File: src/rtl/mixed_reduce_gate.sv
// Multi-cycle reduction gate: folds CHUNK bits of the latched operand per clock
// for AND/OR/XOR/NAND, exiting early once the result can no longer change.
module mixed_reduce_gate #(
  parameter  int WIDTH = 16,
  parameter  int CHUNK = 4,
  localparam int N     = WIDTH / CHUNK,
  localparam int CW    = $clog2(N + 1),
  localparam int KW    = (N > 1) ? $clog2(N) : 1
) (
  input  logic             clk,
  input  logic             rst,
  input  logic             in_valid,
  output logic             in_ready,
  input  logic [1:0]       op,
  input  logic [WIDTH-1:0] a,
  output logic             out_valid,
  input  logic             out_ready,
  output logic             f,
  output logic [CW-1:0]    cnt
);

  typedef enum logic [1:0] {IDLE, RUN, DONE} state_t;
  typedef enum logic [1:0] {OP_AND = 2'b00, OP_OR = 2'b01, OP_XOR = 2'b10, OP_NAND = 2'b11} op_t;

  state_t           state, state_d;
  op_t              op_q;
  logic [WIDTH-1:0] a_q;
  logic [KW-1:0]    k;
  logic [CW-1:0]    cnt_q;
  logic             acc;
  logic [CHUNK-1:0] chunk;
  logic             acc_fold;
  logic             exit_now;
  logic             and_like;

  always_comb begin
    chunk    = a_q[int'(k)*CHUNK +: CHUNK];
    and_like = (op_q == OP_AND) || (op_q == OP_NAND);
    case (op_q)
      OP_AND, OP_NAND: acc_fold = acc & (&chunk);
      OP_OR:           acc_fold = acc | (|chunk);
      default:         acc_fold = acc ^ (^chunk);
    endcase
    // The result is decided once the accumulator hits the op's dominant value.
    exit_now = (k == KW'(N - 1))
            || (and_like && !acc_fold)
            || ((op_q == OP_OR) && acc_fold);
  end

  always_ff @(posedge clk or posedge rst) begin
    if (rst) state <= IDLE;
    else     state <= state_d;
  end

  always_comb begin
    state_d   = state;
    in_ready  = 1'b0;
    out_valid = 1'b0;
    f         = 1'b0;
    cnt       = '0;
    case (state)
      IDLE: begin
        in_ready = 1'b1;
        if (in_valid) state_d = RUN;
      end
      RUN: begin
        if (exit_now) state_d = DONE;
      end
      DONE: begin
        out_valid = 1'b1;
        f         = acc ^ (op_q == OP_NAND);
        cnt       = cnt_q;
        if (out_ready) state_d = IDLE;
      end
      default: state_d = IDLE;
    endcase
  end

  always_ff @(posedge clk or posedge rst) begin
    if (rst) begin
      a_q   <= '0;
      op_q  <= OP_AND;
      k     <= '0;
      cnt_q <= '0;
      acc   <= 1'b0;
    end else begin
      case (state)
        IDLE: begin
          if (in_valid) begin
            a_q   <= a;
            op_q  <= op_t'(op);
            k     <= '0;
            cnt_q <= '0;
            acc   <= (op_t'(op) == OP_AND) || (op_t'(op) == OP_NAND);
          end
        end
        RUN: begin
          acc   <= acc_fold;
          k     <= k + KW'(1);
          cnt_q <= cnt_q + CW'(1);
        end
        default: ;
      endcase
    end
  end

endmodule

File: config.mk
export PLATFORM = sky130hd
export DESIGN_NAME = mixed_reduce_gate
export DESIGN_NICKNAME = d
export VERILOG_FILES = /design/src/rtl/mixed_reduce_gate.sv
export SDC_FILE = /design/constraint.sdc
export NUM_CORES = 1
export LEC_CHECK = 0
export BUFFER_PORTS_ARGS = -buffer_cell sky130_fd_sc_hd__buf_4
export CORE_MARGIN = 8
export CORE_UTILIZATION = 58
export DETAILED_ROUTE_END_ITERATION = 12
export GPL_ROUTABILITY_DRIVEN = 1
export HOLD_SLACK_MARGIN = 0.05
export PLACE_DENSITY = 0.84
export REMOVE_ABC_BUFFERS = 1
export SLEW_MARGIN = 20
export SYNTH_ARGS = -nofsm -noshare
export SYNTH_HDL_FRONTEND = slang
export SYNTH_SLANG_ARGS = --single-unit
File: constraint.sdc
create_clock -name clk -period 6.4 [get_ports clk]
set_clock_uncertainty 0.05 [all_clocks]
set_input_delay 0.96 -clock clk [delete_from_list [all_inputs] [get_ports clk]]
set_output_delay 0.96 -clock clk [all_outputs]
set_load 0.05 [all_outputs]
==> results of run 1 <==
==> worst max-delay path: cells and delay by family (launching register included) <==
family                     cells  cell delay [ns]
muxes                          2             0.74
DFF                            1             0.56
AOI/OAI and AO/OA              2             0.40
xor gates and xnor gates       1             0.39
adders and majority gates      1             0.24
buffers and inverters          1             0.08
==> worst min path at each step <==
| stage | cells after the start | slack [ns] | endpoint |
|---|---|---|---|
| after floorplan | 2 | 0.39 | a_q[10] |
| after global placement | 2 | 0.41 | a_q[2] |
| after detailed placement | 2 | 0.41 | a_q[10] |
| after CTS | 2 | 0.44 | a_q[10] |
| after global routing | 2 | 0.46 | a_q[10] |
| final | 2 | 0.44 | a_q[10] |
==> layout make-up <==
cell class	count	area, um2
Timing Repair Buffer	27	203
Fill cell	193	631
Sequential cell	26	651
Clock buffer	3	22.5
Multi-Input combinational cell	107	679
Tap cell	28	35.0
Inverter	9	33.8
==> where the power goes <==
group	internal (W)	total, W	switching, W
clock network	0.0000219	0.0000656	0.0000436
registers	0.000240	0.000304	0.0000646
logic	0.000211	0.000452	0.000241
total	0.000472	0.000822	0.000350
==> state kept, by name (all words and copies together), names as in the netlist <==
signal	flops
state	2
a_q	16
acc	1
k	2
op_q	2
cnt_q	3
==> cell usage after synthesis, types with 2 or more instances <==
cell / instances
inv_1: 9
clkbuf_1: 6
nand2_1: 57
mux4_2: 4
nand3_1: 3
dfrtp_1: 26
mux2i_1: 2
nand2b_1: 2
ha_1: 9
and2_1: 4
o21ai_1: 6
nor2_1: 4
==> per-stage QoR <==
step / area, um2 / total power [W]
after floorplan: 1360 / 0.000647
after global placement: 1600 / 0.000728
after detailed placement: 1600 / 0.000759
after CTS: 1620 / 0.000824
after global routing: 1620 / 0.000890
final: 1620 / 0.000822
==> cells by family (layout without fill, tap and decap cells) <==
family,count (synthesis),count (layout),share of synthesized area
and+or+nand+nor,74,74,0.219
DFF,26,26,0.466
buffers and inverters,16,39,0.0483
AOI/OAI and AO/OA,14,14,0.0698
adders and majority gates,9,9,0.0806
muxes,7,7,0.0868
xor gates and xnor gates,3,3,0.0295
==> per-layer routing <==
layer  routed length (um)  up-vias  part of all wire  track usage
li1                     -      531                 -            -
met1                 1230      511              0.43        0.166
met2                 1440       24              0.51        0.252
met3                  126        4             0.044       0.0356
met4                   34        0             0.012       0.0518
met5                    0        -                 0            0
==> qor.txt, run 1 <==
Vias = 1070
Library cells used by synthesis = 29
DIE AREA = 4240 um2
R2R depth = 7
Port buffer count = 27
CP max FO = 7
Synthesized cell area = 1400 um2
EDFF count, synth = 0
RSZ-0062 raised after global routing = no
Largest net degree at the start of global routing = 27
Sequential cell area fraction in the yosys report = 0.466
DR vias/cell = 5.35
Layout cells sized above 1 = 0.215
Drt drc = 0
Cts-stage hold buffer count = 0
Clock slew seen by the registers of the worst setup and hold paths = 0.13 ns
Startpoint types = flip-flop
Horiz. Die Dim = 65.1 um
Avg Cell Area, Syn = 9.38 um2
Synth-to-layout area growth = 16.2%
Die Y = 65.1 um
Pre-CTS setup slack = 3.82 ns
CTS tree = yes
Rows = 17
Asr flop ratio synth = 1.00
Setup violators final = 0
Initial antenna violation count = 0
Tot GR Track Use = 0.144
Vias in the first global route = 1141
Max Freq = 386 MHz
Final hold violations = 0
Core ar. = 2250 um2
Pre-antenna DRT Iters = 4
Hold wc startpoint = a_q[10]
Worst min path class = flip-flop to flip-flop
Critical path endpoint category = flip-flop
Worst slew pin tran = 0.962 ns
Worst rel slew slack = 0.358
PostCTS Resize Cnt = 0
Critical Path AT = 2.71 ns
Total congestion overflow = 0
Critical Path RT = 6.52 ns
GP Congestion = 0.886
Dominant cells by area after synthesis = dfrtp_1, nand2_1, ha_1
Area leader, netlist = dfrtp_1
WL final = 2830 um
Synth Instances = 149
Worst-skew pair later-pin latency = 0.30 ns
Synth Warn # = 0
Max clock buf depth = 2
First-pass GRT wire length = 4950 um
Initial Utilization = 0.620
CP max stage cell = mux4_2
1st-iter DRT viols = 39
Max-slew violations = 0
CTS Sinks = 26
Most common cell after layout, fill and taps aside = nand2_1
Htree depth = 1
Layout Cells excl Fill = 200
Worst path max stage delay = 0.59 ns
Max cap viols = 0
Area share of the largest cell type after synthesis = 0.466
Wire per inst = 14.2 um
Fin crit period = 2.59 ns
Nets = 205
Final core utilization = 0.720
Root buffer cell = clkbuf_4
Number of CTS-inserted buffers = 3
Period utilization = 0.405
R2R setup slack = 3.81 ns
Crit-path cells = mux4_2 > inv_1 > ha_1 > xnor3_2 > mux2i_1 > a221oi_2 > o31ai_1
Maximum vdd drop = 0.285 mV
Reg-to-reg endpoint = state[0]
Ys flop type = dfrtp_1
Placed cell count = 197
Setup_tns = 0 ns
Final hold slack = 0.437 ns
Most frequent cells in the layout = nand2_1, buf_4, dfrtp_1
Final ANT Viol Nets = 0
Hpwl dp = 2160 um
Outcome = complete, no violations
Power Dens Cells = 506 nW/um2
Crit path kind = flip-flop to flip-flop
Min setup slack post-route = 3.81 ns
Antenna cells = 0
#FFs+latches synth = 26
Worst setup path startpoint = k[0]
Reg2Reg Launch Point = k[0]
Post-CTS Setup Bufs = 0
Boundary Pins = 28
Critical Path End = state[0]
LEAKAGE = 0.862 nW
Note: power is estimated with default switching activity, not from simulation.
==> run 2: changes to the inputs <==
- ABC_AREA: not set -> 1
- CORE_UTILIZATION: 58 -> 49
- PLACE_DENSITY: 0.84 -> 0.75
- clock period: 6.4 -> 2.1 ns (I/O delays scaled with it)
==> run 2 against run 1 <==
Net effect: combinational power grew to 4.2 times the previous value; global-route usage is 1.8 points lower; register-to-register slack lost 3.8 ns; first-iteration DRC count down 33%; critical path depth rose by 7; critical path type unchanged; critical endpoint is now state[1].
==> qor.txt, run 2 <==
Most frequent cell after synthesis = nand2_1
Worst min path class = input pin to flip-flop
Final ANT Viol Nets = 0
Met1 WL = 1500 um
Nets = 253
Switching power = 0.00153 W
Critical Path AT = 2.23 ns
Hold Crit Endpoint = a_q[12]
First-pass GRT wire length = 5270 um
Multi-input gate area = 787 um2
Area leader, netlist = dfrtp_1
R2R depth = 14
Asr flop ratio synth = 1.00
Startpoint types = flip-flop
Synth Warn # = 0
Synthesized cell area = 1470 um2
Tot GR Track Use = 0.125
1st-iter DRT viols = 26
DIE AREA = 5010 um2
Synth Instances = 188
Vias in the first global route = 1279
Hold wc startpoint = a[12]
FILL cells = 285
Reg-to-reg endpoint = state[1]
Pint = 0.00167 W
Antenna cells = 0
Initial Utilization = 0.498
Most common cell after layout, fill and taps aside = nand2_1
Setup_tns = 0 ns
Outcome = complete, no violations
Initial antenna violation count = 0
Synth-to-layout area growth = 29.4%
LEAKAGE = 0.984 nW
Port buffer count = 27
Min setup slack post-route = 0.0509 ns
CTS tree = yes
Crit path kind = flip-flop to flip-flop
Max reg flops = 16
Boundary Pins = 28
Largest net degree at the start of global routing = 27
Met2 WL post-DR = 1630 um
WL met3 = 133 um
Final hold violations = 0
Vias = 1281
WL final = 3320 um
Sequential power share = 0.295
Final hold slack = 0.120 ns
Reg area = 653 um2
Number of CTS-inserted buffers = 3
Pre-CTS setup slack = -0.0168 ns
Htree depth = 1
Area share of the largest cell type after synthesis = 0.442
Avg Cell Area, Syn = 7.83 um2
GP Congestion = 0.827
Dominant cells by area after synthesis = dfrtp_1, nand2_1, ha_1
Final core utilization = 0.645
Drt drc = 0
Clock slew seen by the registers of the worst setup and hold paths = 0.14 ns
Layout Cells excl Fill = 254
R2R setup slack = 0.05 ns
Maximum vdd drop = 0.743 mV
Hpwl dp = 2220 um
Wire per inst = 13.1 um
Horiz. Die Dim = 70.8 um
Worst slew pin tran = 0.327 ns
Most flops, register = a_q
#FFs+latches synth = 26
Pre-antenna DRT Iters = 4
Root buffer cell = clkbuf_4
Clock share of power = 0.108
EDFF count, synth = 0
Most frequent cells in the layout = nand2_1, buf_4, dfrtp_1
Total congestion overflow = 0
Reg2Reg Launch Point = k[0]
Setup violators final = 0
Comb pwr share = 0.597
Biggest regs = a_q: 16 flops, cnt_q: 3 flops
Placed cell count = 247
Max clock buf depth = 2
Library cells used by synthesis = 26
DR vias/cell = 5.04
Switching portion of total power = 0.478
Critical Path RT = 2.28 ns
Power Dens Cells = 1680 nW/um2
Layout cells sized above 1 = 0.357
Worst rel slew slack = 0.782
CP max FO = 8
Ys flop type = dfrtp_1
Worst-skew pair later-pin latency = 0.32 ns
Sequential cell area fraction in the yosys report = 0.442
Period utilization = 0.976
Die Y = 70.8 um
Max Freq = 488 MHz
Hold depth = 3
Uppermost routed layer = met4
Max-slew violations = 0
Rows = 20
Fin crit period = 2.05 ns
Most frequent cells after synthesis = nand2_1, dfrtp_1, inv_1
CTS Sinks = 26
Max cap viols = 0
Critical path endpoint category = flip-flop
Core ar. = 2950 um2
[run 2: kinds of logic (layout without fill, tap and decap cells)]
kind of cell / after synthesis / after routing / synth area share
buf+inv: 34 / 67 / 0.0995
fa+ha+maj: 9 / 9 / 0.0765
compound gates: 25 / 25 / 0.104
xor+xnor: 1 / 1 / 0.00595
simple gates: 93 / 93 / 0.272
flops: 26 / 26 / 0.442
[run 2: worst max-delay path, stage by stage, from the launching register on]
cell and delay (ns):
dfrtp_2 0.49, buf_6 0.17, nand2_2 0.06, a32oi_2 0.21
inv_2 0.08, ha_4 0.28, inv_2 0.05, nand2_2 0.06
nand2_1 0.06, nand2_1 0.08, nand3_2 0.09, nand3_2 0.08
nand3_2 0.08, nand3_2 0.09, nand2_1 0.05
[run 2: what timing repair did]
action                                  in CTS  in global routing
hold buffers                                 1                  0
pin swaps                                    0                 11
resized for setup                            1                 34
endpoints found under the setup margin       2                  3
buffers inserted                             0                  1
hold endpoints to repair                    26                  0
gates cloned                                 0                  1
[run 2: how the worst max path moves through the flow]
stage | startpoint | to | slack (ns) | cells past startpoint
floorplan | state[0] | f | -0.08 | 5
global placement | k[0] | state[1] | -0.008 | 13
detailed placement | k[0] | state[1] | -0.02 | 13
CTS | k[0] | state[1] | 0.008 | 13
global route | k[1] | state[1] | -0.08 | 13
finish | k[0] | state[1] | 0.05 | 14
[run 2: metrics by stage]
stage	cell area (um2)	power [W]
6_report	1900	0.00320
5_1_grt	1900	0.00347
4_1_cts	1770	0.00278
3_5_place_dp	1710	0.00243
3_3_place_gp	1710	0.00239
2_1_floorplan	1440	0.00204
[run 2: layout make-up]
type                       count  area share
sequential                    26       0.343
timing repair inverter         1     0.00263
inverter                      30      0.0624
clock inverter                 1      0.0158
clock buffer                   3      0.0118
multi-input combinational    128       0.413
timing repair buffer          32       0.129
tap                           33      0.0217
[run 2: layer usage]
layer / vias to the layer above / track usage
met3: 7 / 0.0268
met2: 28 / 0.205
met5: - / 0
met4: 0 / 0.0554
li1: 654 / -
met1: 592 / 0.154
[run 2: power groups by stage]
stage	combinational [W]	sequential (W)	clock (W)
final	0.00191	0.000945	0.000344
after global routing	0.00213	0.000975	0.000366
after CTS	0.00151	0.000922	0.000350
after detailed placement	0.00150	0.000929	0
after global placement	0.00147	0.000920	0
after floorplan	0.00116	0.000880	0
